**src/rtl/mem_arbiter.sv**
```systemverilog
// Arbiter sharing one fixed-latency single-ported memory between the fetch
// (read-only) port and the data (read/write) port, with bounded inst starvation.
module mem_arbiter #(
  parameter int MEM_LAT     = 2,
  parameter int MAX_DSTREAK = 4,
  parameter int AW          = 32,
  parameter int DW          = 32
) (
  input  logic          clk,
  input  logic          rst,
  input  logic          i_req,
  input  logic [AW-1:0] i_addr,
  output logic [DW-1:0] i_rdata,
  output logic          i_valid,
  output logic          i_stall,
  input  logic          d_req,
  input  logic          d_wr,
  input  logic [AW-1:0] d_addr,
  input  logic [DW-1:0] d_wdata,
  output logic [DW-1:0] d_rdata,
  output logic          d_valid,
  output logic          d_stall,
  output logic          mem_en,
  output logic          mem_wr,
  output logic [AW-1:0] mem_addr,
  output logic [DW-1:0] mem_wdata,
  input  logic [DW-1:0] mem_rdata,
  output logic          busy
);

  localparam int CW = (MEM_LAT > 1) ? $clog2(MEM_LAT) : 1;
  localparam int SW = $clog2(MAX_DSTREAK + 1);

  typedef enum logic [1:0] {IDLE, ISSUE, WAIT, RESP} state_t;

  state_t        state;
  logic          owner;
  logic          wr_lat;
  logic [CW-1:0] cnt;
  logic [SW-1:0] streak;

  function automatic logic [SW-1:0] sat_inc(input logic [SW-1:0] v);
    return (v == SW'(MAX_DSTREAK)) ? v : v + SW'(1);
  endfunction

  assign busy    = (state != IDLE);
  assign i_stall = i_req & ~i_valid;
  assign d_stall = d_req & ~d_valid;

  always_ff @(posedge clk or negedge rst) begin
    if (!rst) begin
      state     <= IDLE;
      owner     <= 1'b0;
      wr_lat    <= 1'b0;
      cnt       <= '0;
      streak    <= '0;
      mem_en    <= 1'b0;
      mem_wr    <= 1'b0;
      mem_addr  <= '0;
      mem_wdata <= '0;
      i_rdata   <= '0;
      d_rdata   <= '0;
      i_valid   <= 1'b0;
      d_valid   <= 1'b0;
    end else begin
      case (state)
        IDLE: begin
          // Data wins unless the contested-data streak has hit its bound.
          if (d_req && !(i_req && streak == SW'(MAX_DSTREAK))) begin
            owner     <= 1'b1;
            wr_lat    <= d_wr;
            mem_wr    <= d_wr;
            mem_addr  <= d_addr;
            mem_wdata <= d_wdata;
            mem_en    <= 1'b1;
            state     <= ISSUE;
            if (i_req) streak <= sat_inc(streak);
          end else if (i_req) begin
            owner    <= 1'b0;
            wr_lat   <= 1'b0;
            mem_wr   <= 1'b0;
            mem_addr <= i_addr;
            mem_en   <= 1'b1;
            streak   <= '0;
            state    <= ISSUE;
          end
        end
        ISSUE: begin
          mem_en <= 1'b0;
          mem_wr <= 1'b0;
          cnt    <= CW'(MEM_LAT - 1);
          state  <= WAIT;
        end
        WAIT: begin
          if (cnt == '0) begin
            if (!wr_lat) begin
              if (owner) d_rdata <= mem_rdata;
              else       i_rdata <= mem_rdata;
            end
            if (owner) d_valid <= 1'b1;
            else       i_valid <= 1'b1;
            state <= RESP;
          end else begin
            cnt <= cnt - CW'(1);
          end
        end
        RESP: begin
          // Requests are deliberately ignored here so a requester can
          // present its next request in the valid cycle.
          i_valid <= 1'b0;
          d_valid <= 1'b0;
          state   <= IDLE;
        end
        default: state <= IDLE;
      endcase
    end
  end

endmodule

```
**config.mk**
```make
export PLATFORM = sky130hd
export DESIGN_NAME = mem_arbiter
export DESIGN_NICKNAME = d
export VERILOG_FILES = /design/src/rtl/mem_arbiter.sv
export SDC_FILE = /design/constraint.sdc
export NUM_CORES = 1
export LEC_CHECK = 0
export BUFFER_PORTS_ARGS = -buffer_cell sky130_fd_sc_hd__buf_2
export CORE_AREA = 4 4 131 102
export DETAILED_ROUTE_END_ITERATION = 7
export DIE_AREA = 0 0 135 106
export GPL_TIMING_DRIVEN = 1
export PLACE_DENSITY_LB_ADDON = 0.05
export REMOVE_ABC_BUFFERS = 1
export SYNTH_ARGS = -nofsm -noshare
export SYNTH_HDL_FRONTEND = slang
export SYNTH_SLANG_ARGS = --single-unit
```
**constraint.sdc**
```tcl
create_clock -name clk -period 3.9 [get_ports clk]
set_clock_uncertainty 0.1 [all_clocks]
set_input_delay 0.195 -clock clk [delete_from_list [all_inputs] [get_ports clk]]
set_output_delay 0.195 -clock clk [all_outputs]
set_load 0.05 [all_outputs]
```
==> summary.txt, run 1 <==
Setup path
  – WP buf/inv: 3
  – Crit. End Element: register
  – Largest stage delay on the critical path: ~570 ps
  – CP startpoint kind: register
  – Crit path max fanout: 21
  – CP arrival: 2910 ps
  – Kind of critical path: reg2reg
  – Critical Path RT: 4080 ps
  – Worst path slowest cell: dlygate4sd3_1
  – Reg2Reg Setup Slack: ~1200 ps
  – Critical path cell sequence: inv_1 > ha_1 > nand3_2 > and2_1 > buf_4 > o211ai_1 > dlygate4sd3_1
  – Cell family with most CP delay: buffers and inverters

Hold path
  – Min-Delay Path Class: in2reg

Timing
  – Shortest period the worst path allows: around 2700 ps
  – Final Hold Violating Endpoints: 0
  – Setup TNS: 0 ps
  – Fmax: 366 MHz
  – Final Max Slew Viols: 0
  – Fin worst setup slack: approximately 1200 ps
  – Rel. slew slack: 23.7%
  – Worst Tran Pin Value: approximately 1100 ps
  – RSZ-0062 raised after global routing: no
  – Final Cycle Share: between 70% and 80%
  – Finish-stage setup viols: 0

Placed design
  – Pre-CTS setup slack: between 1000 and 1500 ps
  – DP Cell Count: around 860
  – RD Place Congestion: around 0.80
  – Port Buffer Count: roughly 270
  – Post-DP HPWL: 11600 µm

Global routing
  – Largest net degree at the start of global routing: 80
  – Total GRT Usage: ~25%
  – Initial antenna violation count: 0
  – GR Overflow Total: 0
  – Vias in the first global route: ~5700
  – First-pass GRT wire length: approximately 29000 µm

Clock network
  – CTS tree: built
  – CTS resizes: 0
  – Clk Latency, worst-skew pair: ~400 ps
  – CTS Buffer Depth: 2
  – Cts bufs inserted: 17
  – Clock Sinks: between 100 and 150
  – Worst-path clk slew: 60 ps
  – H-tree depth: 4
  – Setup bufs post-CTS: 0
  – Hold buffers post-CTS: 127
  – Clk root buf: clkbuf_16

Finish
  – Share of cells above drive strength 1: between 40% and 50%
  – Area delta synth->final: 52.6%
  – Final Non-Filler Cells: 1022
  – Number of inserted diodes: 0
  – Final Util: about three quarters
  – Commonest cells after routing, fill and taps aside: 266 x buf_2, 140 x dfrtp_1, 127 x dlygate4sd3_1
  – Final net count: between 900 and 1000
  – Commonest non-fill, non-tap cell in the layout: buf_2

Yosys
  – Gate count of the mapped netlist: 458
  – Register area share after synthesis: 58.1%
  – Post-synth top area cell: dfrtp_1
  – Mapped Area: 0.00603 mm²
  – Synth area leaders: dfrtp_1 58%, mux2_2 12%, mux2_4 7.5%, nand2_1 4.5%, o211ai_1 4.0%
  – Avg Inst Size Synth: 13.2 µm²
  – Synthesis warning total: 0
  – Flops & latches, synth: 140
  – Yosys cell types: 34
  – Top cell type's share of synthesized area: 58.1%

Pwr
  – Tot Pwr: ~9.3 mW
  – Static Leakage: 4.47 nW
  – Peak VDD IR: 555 µV
  – PD cells: a little over 1000 mW/mm²

Die
  – Die span in y: 106 µm
  – Die Wd: roughly 140 µm
  – Initial core utilization: between 50% and 60%
  – Core ar.: 0.0120 mm²
  – Io pins: 268
  – Rows: 35
  – Die area: ~0.014 mm²

Route
  – Post-DRT Antenna Nets: 0
  – Total number of vias: 5179
  – Wire per inst: roughly 17 µm
  – DRT iter0 DRCs: around 240
  – WL final: around 18000 µm
  – Routed vias/inst: just over 5
  – Drt first pass iters: 4
  – # DRC: 0

Run status
  – Status: complete, no violations

Job
  – Max_cap viols: 0
metal layers:
layer | vias to the layer above | wire (µm) | share of wire, % | track usage [%]
li1 | 2395 | - | - | -
met1 | 2538 | 7170 | 40 | 31.4
met2 | 216 | 9070 | 51 | 43.4
met3 | 30 | 1280 | 7.1 | 5.96
met4 | 0 | 325 | 1.8 | 8.56
met5 | - | 0 | 0 | 0
synthesized netlist by cell type:
cell type  instances
a21oi_1            3
a31oi_1            1
and2_1             1
and3b_1            1
buf_1              2
buf_12             3
buf_2              9
buf_6              9
clkbuf_1          13
dfrtp_1          140
ha_1               6
inv_1              9
mux2_1             1
mux2_2            66
mux2_4            30
mux2i_1            1
nand2_1           73
nand3_1            2
nand3_2            1
nand3_4            1
nand4_1           33
nor2_1             2
nor2b_1            2
nor2b_2            1
nor3b_1            1
nor4b_4            1
o211ai_1          32
o21a_1             1
o21ai_0            6
o21ai_2            1
o22a_1             1
o22ai_1            3
o31ai_1            1
or3_1              1
tightest hold or removal path: stages:
cell	delay [ps]
buf_2	80
nand4_1	90
o211ai_1	110
path summary, 6_finish.rpt:
kind	start	end	cells past startpoint
max	streak[0]	mem_addr[9]	7
min	d_addr[11]	mem_addr[11]	3
max reg2reg	streak[0]	mem_addr[9]	7
min reg2reg	mem_addr[24]	mem_addr[24]	2
max in group asynchronous	rst	state[0]	3
min in group asynchronous	rst	d_rdata[17]	2
cells by family (layout without fill, tap and decap cells):
kind of cell | Yosys count | count (layout) | share of synthesized area, %
flops | 140 | 140 | 58.1
compound gates | 49 | 49 | 5.68
buf+inv | 45 | 443 | 4.92
fa+ha+maj | 6 | 6 | 1.24
simple gates | 120 | 120 | 9.94
mux | 98 | 98 | 20.1
power by group:
| group | internal (mW) | switching (mW) | total, mW |
|---|---|---|---|
| combinational | 1.65 | 3.62 | 5.27 |
| clock | 0.876 | 0.607 | 1.48 |
| sequential | 2.18 | 0.416 | 2.60 |
| total | 4.70 | 4.64 | 9.35 |
flip-flops by register name, summed over array words and instances, names as in the netlist:
signal / flops
cnt: 1
d_rdata: 32
d_valid: 1
i_rdata: 32
i_valid: 1
mem_addr: 32
mem_en: 1
mem_wdata: 32
mem_wr: 1
owner: 1
state: 2
streak: 3
wr_lat: 1
layout make-up:
cell class                 instances  area (µm²)
sequential                       140        3500
fill                             798        2840
timing repair buffer             402        2670
multi-input combinational        273        2230
clock buffer                      18         429
tap                              166         208
clock inverter                    14         123
inverter                           9        33.8
metrics by stage:
stage | cell area [µm²] | hold WS, ps
2_1_floorplan | 5770 | -201
3_3_place_gp | 7380 | 168
3_5_place_dp | 7380 | 174
4_1_cts | 9200 | 3.37
5_1_grt | 9200 | 21.3
6_report | 9200 | 20.4
No activity file was read; power rests on OpenSTA's default activity.
==> inputs of run 2 (changes only) <==
Settings changed: CORE_AREA 4 4 131 102 to 4 4 142 110, DIE_AREA 0 0 135 106 to 0 0 146 114.
Clock period 3.9 ns to 2.4 ns, I/O delays scaled along.
==> run 2 against run 1 <==
Effect of this change: via count up 2.2%; global-route usage shrank 3.7 points; critical endpoint is now mem_addr[18]; sequential power increased by 62%; non-clock buffer count rose by 7; first-iteration DRC count is 13% higher; utilization fell by 11 points; combinational power increased by 55%; cell count rose by 1.8%; hold slack better by 7.8 ps; sequential share of layout area decreased by 0.63 points; cell area grew 1.7%; die area up 16%.
==> summary.txt, run 2 (same netlist as run 1, synthesis figures left out) <==
Pwr
  – P_int: 7.59 mW
  – Combinational power share: approximately 54%
  – PD cells: 1600 mW/mm²
  – Seq pwr share: between 20% and 30%
  – Tot Pwr: 15.0 mW
  – Static Leakage: ~4.5 nW
  – NetSw: between 7 and 8 mW
  – Sw Ratio: just under 50%
  – Clk pwr share: between 10% and 20%
  – Peak VDD IR: 785 µV

Job
  – Max_cap viols: 0

Route
  – Routed vias/inst: 5.09
  – # DRC: 0
  – Drt first pass iters: 4
  – Total number of vias: roughly 5300
  – WL final: ~18000 µm
  – Wire per inst: roughly 17 µm
  – DRT iter0 DRCs: between 200 and 300
  – Post-DRT Antenna Nets: 0

Placed design
  – Post-DP HPWL: about 12000 µm
  – Post-Place Cell Area: between 0.007 and 0.008 mm²
  – DP Cell Count: roughly 900
  – Port Buffer Count: around 270
  – RD Place Congestion: between 0.8 and 0.9
  – Pre-CTS setup slack: just under 200 ps

Finish
  – Final Non-Filler Cells: 1040
  – Share of cells above drive strength 1: between 40% and 50%
  – Design area: 0.00936 mm²
  – Commonest cells after routing, fill and taps aside: 266 x buf_2, 140 x dfrtp_1, 131 x dlygate4sd3_1
  – Number of inserted diodes: 0
  – Final net count: a little under 1000
  – Commonest non-fill, non-tap cell in the layout: buf_2
  – Area delta synth->final: 55.2%
  – Final Util: around 66%

Timing
  – RSZ-0062 raised after global routing: no
  – Final Max Slew Viols: 0
  – Shortest period the worst path allows: approximately 2200 ps
  – Worst Tran Pin Value: around 1200 ps
  – Fin worst setup slack: ~210 ps
  – Worst hold slack: 28.2 ps
  – Setup TNS: 0 ps
  – Rel. slew slack: ~20%
  – Final Hold Violating Endpoints: 0
  – Final Cycle Share: around nine tenths
  – Finish-stage setup viols: 0
  – Fmax: between 400 and 500 MHz

Setup path
  – Kind of critical path: reg2reg
  – Critical Path RT: around 2500 ps
  – CP arrival: roughly 2300 ps
  – CP startpoint kind: register
  – Crit path max fanout: 32
  – Crit. End Element: register
  – Worst-case reg-to-reg path depth: 5

Global routing
  – GR Overflow Total: 0
  – Initial antenna violation count: 0
  – First-pass GRT wire length: 28900 µm
  – Total GRT Usage: a little over a fifth
  – Vias in the first global route: 5526
  – Largest net degree at the start of global routing: 60

Clock network
  – Cts bufs inserted: 17
  – H-tree depth: 4
  – Worst-path clk slew: 60 ps
  – Clk root buf: clkbuf_16
  – Setup bufs post-CTS: 0
  – CTS Buffer Depth: 2
  – Clk Latency, worst-skew pair: ~400 ps
  – Clock Sinks: 140
  – CTS tree: built

Die
  – Die span in y: approximately 110 µm
  – Die Wd: 146 µm
  – Initial core utilization: 42.4%
  – Die area: around 0.017 mm²
  – Core ar.: roughly 0.014 mm²
  – Io pins: roughly 270
  – Rows: 38

Run status
  – Status: complete, no violations

Hold path
  – Min-Delay Path Class: in2reg
  – Hold path cells: 3
## run 2: per-layer routing
metal | part of all wire [%] | routed length, µm | track usage, %
met1 | 43 | 7600 | 27.9
met2 | 48 | 8540 | 35.4
met3 | 7.1 | 1270 | 6.04
met4 | 2.3 | 404 | 7.21
met5 | 0 | 0 | 0
## run 2: power groups by stage
stage | registers (mW) | logic [mW] | clock network, mW
final | 4.21 | 8.15 | 2.62
after global routing | 4.36 | 8.58 | 2.78
after CTS | 4.20 | 8.19 | 2.69
after detailed placement | 4.22 | 8.02 | 0
after global placement | 4.19 | 7.91 | 0
after floorplan | 8.04 | 2.10 | 0
## run 2: path summary, 6_finish.rpt
path                       slack (ps)      endpoint    startpoint
max                               210  mem_addr[18]     streak[0]
min                                30     streak[0]         d_req
max reg2reg                       210  mem_addr[18]     streak[0]
min reg2reg                       390  mem_addr[16]  mem_addr[16]
max in group asynchronous        1240   d_rdata[31]           rst
min in group asynchronous         150   d_rdata[14]           rst
## run 2: layout make-up
type                    count  area [µm²]
fillers                  1068        4860
flip-flops and latches    140        3500
repair buffers            409        2770
multi-input cells         273        2230
clock buffers              22         474
well taps                 180         225
clock inverters             7         115
inverters                   9        33.8
## run 2: worst max-delay path, cell delays in order (launching register included)
cell and delay (ps):
dfrtp_1 380, inv_1 60, ha_1 200, nand3_2 100, and2_1 930, o211ai_1 240
## run 2: repair_timing
item / 4_1_cts / 5_1_grt
hold buffers: 131 / 0
hold endpoints to repair: 188 / 0
resized for setup: 0 / 0
